$ cat src/rtl/lcd_seq_ctrl.sv
// HD44780 character-LCD sequencer: runs the power-on init ROM, then serialises accepted bytes
// onto RS/RW/DATA/EN with timed setup, EN width, hold and execution wait.
module lcd_seq_ctrl #(
    parameter int POR_WAIT_CYC = 750000,
    parameter int SETUP_CYC    = 2,
    parameter int EN_CYC       = 12,
    parameter int HOLD_CYC     = 2,
    parameter int CMD_WAIT_CYC = 2000,
    parameter int CLR_WAIT_CYC = 82000
) (
    input  logic        i_clk,
    input  logic        i_rst,
    input  logic        i_req_valid,
    output logic        o_req_ready,
    input  logic        i_req_rs,
    input  logic [7:0]  i_req_data,
    output logic        o_busy,
    output logic        o_init_done,
    output logic [31:0] o_lcd
);

    typedef enum logic [2:0] {
        S_POR_WAIT,
        S_LOAD,
        S_SETUP,
        S_EN_HI,
        S_HOLD,
        S_EXEC,
        S_IDLE
    } state_t;

    // Every phase counts down from N-1 and leaves when the count reaches zero.
    localparam logic [19:0] POR_LD   = 20'(POR_WAIT_CYC - 1);
    localparam logic [19:0] SETUP_LD = 20'(SETUP_CYC - 1);
    localparam logic [19:0] EN_LD    = 20'(EN_CYC - 1);
    localparam logic [19:0] HOLD_LD  = 20'(HOLD_CYC - 1);
    localparam logic [19:0] CMD_LD   = 20'(CMD_WAIT_CYC - 1);
    localparam logic [19:0] CLR_LD   = 20'(CLR_WAIT_CYC - 1);
    localparam logic [2:0]  ROM_LEN  = 3'd5;

    state_t      state;
    logic [19:0] cnt;
    logic [2:0]  rom_idx;
    logic        lat_rs;
    logic [7:0]  lat_data;
    logic        lcd_on;
    logic        lcd_en;
    logic        ready;
    logic        busy;
    logic        init_done;
    logic        accept;
    logic        slow_cmd;
    logic        cnt_zero;

    function automatic logic [7:0] rom_byte(input logic [2:0] idx);
        case (idx)
            3'd0, 3'd1: return 8'h38;
            3'd2:       return 8'h0C;
            3'd3:       return 8'h01;
            default:    return 8'h06;
        endcase
    endfunction

    assign accept   = i_req_valid & ready;
    assign cnt_zero = (cnt == 20'd0);
    // Clear display and return home need the long execution time.
    assign slow_cmd = ~lat_rs & ((lat_data == 8'h01) | (lat_data == 8'h02) | (lat_data == 8'h03));

    always_ff @(posedge i_clk or posedge i_rst) begin
        if (i_rst) begin
            state     <= S_POR_WAIT;
            cnt       <= POR_LD;
            rom_idx   <= 3'd0;
            lat_rs    <= 1'b0;
            lat_data  <= 8'h00;
            lcd_on    <= 1'b0;
            lcd_en    <= 1'b0;
            ready     <= 1'b0;
            busy      <= 1'b1;
            init_done <= 1'b0;
        end else begin
            lcd_on <= 1'b1;
            case (state)
                S_POR_WAIT: begin
                    if (cnt_zero) begin
                        state <= S_LOAD;
                    end else begin
                        cnt <= cnt - 20'd1;
                    end
                end
                S_LOAD: begin
                    lat_rs   <= 1'b0;
                    lat_data <= rom_byte(rom_idx);
                    rom_idx  <= rom_idx + 3'd1;
                    cnt      <= SETUP_LD;
                    state    <= S_SETUP;
                end
                S_SETUP: begin
                    if (cnt_zero) begin
                        lcd_en <= 1'b1;
                        cnt    <= EN_LD;
                        state  <= S_EN_HI;
                    end else begin
                        cnt <= cnt - 20'd1;
                    end
                end
                S_EN_HI: begin
                    if (cnt_zero) begin
                        lcd_en <= 1'b0;
                        cnt    <= HOLD_LD;
                        state  <= S_HOLD;
                    end else begin
                        cnt <= cnt - 20'd1;
                    end
                end
                S_HOLD: begin
                    if (cnt_zero) begin
                        cnt   <= slow_cmd ? CLR_LD : CMD_LD;
                        state <= S_EXEC;
                    end else begin
                        cnt <= cnt - 20'd1;
                    end
                end
                S_EXEC: begin
                    if (cnt_zero) begin
                        if (!init_done && (rom_idx != ROM_LEN)) begin
                            state <= S_LOAD;
                        end else begin
                            state     <= S_IDLE;
                            busy      <= 1'b0;
                            ready     <= 1'b1;
                            init_done <= 1'b1;
                        end
                    end else begin
                        cnt <= cnt - 20'd1;
                    end
                end
                S_IDLE: begin
                    if (accept) begin
                        lat_rs   <= i_req_rs;
                        lat_data <= i_req_data;
                        cnt      <= SETUP_LD;
                        busy     <= 1'b1;
                        ready    <= 1'b0;
                        state    <= S_SETUP;
                    end
                end
                default: begin
                    state <= S_POR_WAIT;
                    cnt   <= POR_LD;
                    busy  <= 1'b1;
                    ready <= 1'b0;
                end
            endcase
        end
    end

    assign o_req_ready = ready;
    assign o_busy      = busy;
    assign o_init_done = init_done;
    assign o_lcd       = {lcd_on, 20'd0, lcd_en, lat_rs, 1'b0, lat_data};

endmodule

$ cat config.mk
export PLATFORM = sky130hd
export DESIGN_NAME = lcd_seq_ctrl
export DESIGN_NICKNAME = d
export VERILOG_FILES = /design/src/rtl/lcd_seq_ctrl.sv
export SDC_FILE = /design/constraint.sdc
export NUM_CORES = 1
export LEC_CHECK = 0
export CAP_MARGIN = 20
export CORE_MARGIN = 8
export CORE_UTILIZATION = 43
export CTS_CLUSTER_SIZE = 12
export DETAILED_ROUTE_END_ITERATION = 16
export PLACE_DENSITY = 0.67
export SETUP_SLACK_MARGIN = 0.1
export SLEW_MARGIN = 20
export SYNTH_ARGS = -nofsm -noshare
export SYNTH_HDL_FRONTEND = slang
export SYNTH_SLANG_ARGS = --single-unit
export TNS_END_PERCENT = 30
$ cat constraint.sdc
create_clock -name i_clk -period 2.8 [get_ports i_clk]
set_input_delay 0.42 -clock i_clk [delete_from_list [all_inputs] [get_ports i_clk]]
set_output_delay 0.42 -clock i_clk [all_outputs]
set_load 0.05 [all_outputs]
==> key figures <==
Outcome
  – Outcome: complete, no violations

Critical path
  – CP Buf/Inv Count: 0
  – CP top delay family: simple AND/OR/NAND/NOR gates
  – FF-to-FF path depth: 6
  – Worst EP arrival: 2.58 ns
  – Critical Path Stages: 6
  – Crit Path Max Fanout: 15
  – CP max-delay cell: or2_1
  – Critical Path Start: cnt[4]
  – Crit Reg-Reg Startpoint: cnt[4]
  – Worst stage delay on the critical path: 0.45 ns
  – Crit. End Element: flop
  – Critical path class: reg2reg
  – CP cell instances: nor4_2 > nand4_2 > or2_1 > or3_1 > a31oi_1 > o221ai_1
  – Startpoint Class: flop
  – CP required: 2.99 ns

Final layout
  – Layout area overhead: 14.49%
  – Final Instance Area: 3064 sq um
  – Non-filler cells, final: 423
  – Nets: 366
  – Util after Layout: 0.5145
  – Ant diodes: 0
  – Most frequent cells in the layout: nand2_1 (39), nor2_1 (30), dfrtp_1 (26)
  – Commonest non-fill, non-tap cell in the layout: nand2_1
  – Share of cells above drive strength 1: 0.1236

Worst hold path
  – Type of the most critical hold path: reg2reg
  – Worst hold path stage count: 1
  – Worst hold path startpoint: lcd_en

Clock network
  – Hold bufs inserted after CTS: 0
  – CTS max path bufs: 2
  – Root buf cell: clkbuf_8
  – CTS resizes: 0
  – Buffer count from post-CTS setup fixing: 0
  – CTS tree: built
  – H-tree depth: 2
  – Clk sink count: 40
  – Total CTS buffers: 5
  – Clk_lat worst skew: 0.30 ns
  – Reg clk slew, reported paths: 0.08 ns

Drt
  – Via count: 2421
  – Number of routed nets with antenna violations: 0
  – Vias per inst: 5.723
  – Initial DRC Count: 215
  – Drc violations: 0
  – DRT Pass-1 Iters: 4
  – DR WL/cell: 16.86 um
  – Routed WL: 7.131 mm

STA
  – Final hold vios: 0
  – Post-layout minimum cycle time: 2.383 ns
  – Least-Margin Pin Slew: 0.6880 ns
  – Setup_tns: 0 ns
  – Setup repair after global routing missed its margin: false
  – Max Slew Vio Count: 0
  – Final worst slack: 0.4170 ns
  – Final setup vio count: 0
  – Final critical-path share of the clock period: 0.8511
  – Slew headroom: 0.5365
  – Hold WS: 0.5013 ns
  – Setup Skew: 0.004547 ns
  – Fmax: 419.6 MHz

Floorplanning
  – Core Region: 5956 sq um
  – Starting Density: 0.4494
  – Core Rows: 28
  – Die Wd: 94.89 um
  – I/O pin total: 47
  – Die height: 94.89 um
  – Die ar.: 9004 sq um

Job
  – Max_cap viols: 0

Global routing
  – All-Layer GR Usage: 0.1624
  – Initial antenna violation count: 0
  – First-pass GRT wire length: 11.62 mm
  – Total gr overflow: 0
  – Vias in the first global route: 2296
  – Pin count of the biggest net entering global routing: 41

Synthesis
  – Mapped cell area: 2676 sq um
  – Yosys warning count: 0
  – Post-synth EDFFs: 0
  – #FFs+latches synth: 40
  – Post-synthesis async set-or-reset flop share: 1.000
  – Cell count after synthesis: 322
  – Number of unique standard cell types used by synthesis: 54
  – Post-synthesis sequential area ratio: 0.3806
  – Avg Cell Area, Syn: 8.312 sq um
  – Synth Flop Type: dfrtp_1

Placed design
  – GP Congestion: 0.9082
  – Port buffer count: 25
  – Final HPWL DP: 5.313 mm
  – Placed Instances: 415
  – DP Worst Slack: 0.4387 ns
  – Area of placed instances: 2938 sq um

Pwr
  – Static leakage: 1.196 nW
  – PD cells: 391.9 nW/um^2
  – Design Power: 1.201 mW
  – Max VDD drop: 0.3643 mV
## final timing paths
path | slack, ns | end
max | 0.42 | cnt[8]
min | 0.50 | lcd_en
max in group asynchronous | 1.88 | cnt[17]
min in group asynchronous | 0.54 | lat_rs
min reg2reg | 0.50 | lcd_en
max reg2reg | 0.42 | cnt[8]
## power breakdown
group / total, mW / internal [mW] / switching (mW)
logic: 0.0946 / 0.0157 / 0.0788
registers: 0.579 / 0.579 / 0.000144
clock network: 0.527 / 0.315 / 0.213
total: 1.20 / 0.909 / 0.292
## final cells by class
class / instances / area [sq um]
Sequential cell: 40 / 1018
Tap cell: 75 / 93.84
Clock inverter: 1 / 30.03
Fill cell: 571 / 2892
Inverter: 14 / 52.55
Multi-Input combinational cell: 249 / 1433
Timing Repair Buffer: 37 / 340.3
Clock buffer: 7 / 96.34
## metal layers
metal  up-vias  wire (um)  part of all wire  GRT usage
met5         -          0                 0          0
met4         0         77             0.011    0.02991
met3         9        480             0.067    0.03889
met2        91       3264              0.46     0.2526
met1      1149       3308              0.46     0.2248
li1       1172          -                 -          -
## state kept, by name, summed over array words and instances, names as in the netlist, 3 cells and up
name / count
cnt: 20
state: 3
rom_idx: 3
lat_data: 8
## cells by family (layout without fill, tap and decap cells)
group | after synthesis | after routing | synth area share
XOR/XNOR | 3 | 3 | 0.009819
other | 2 | 22 | 0.002806
adder cells (fa/ha/maj) | 7 | 7 | 0.03272
flip-flops | 40 | 40 | 0.3805
AND/OR/NAND/NOR | 122 | 122 | 0.2333
buffers and inverters | 53 | 59 | 0.1122
AO/OA/AOI/OAI | 95 | 95 | 0.2286
## synthesized netlist by cell type (all sizes together) (5+ instances only)
master  instances  area, sq um
nand2          39        146.4
nor2           31        123.9
buf            30        214.0
dfrtp          26        650.6
a21oi          22        110.1
o21ai          22        110.1
dfstp          14        367.9
inv            14        52.55
o211ai         10        75.07
clkbuf          9        33.78
nand3           9        45.04
a31oi           8        50.05
nor3            8        55.05
ha              7        87.58
nor4            7        50.05
o31ai           7        52.55
nand4           5        37.53
Note: power is estimated with default switching activity, not from simulation.
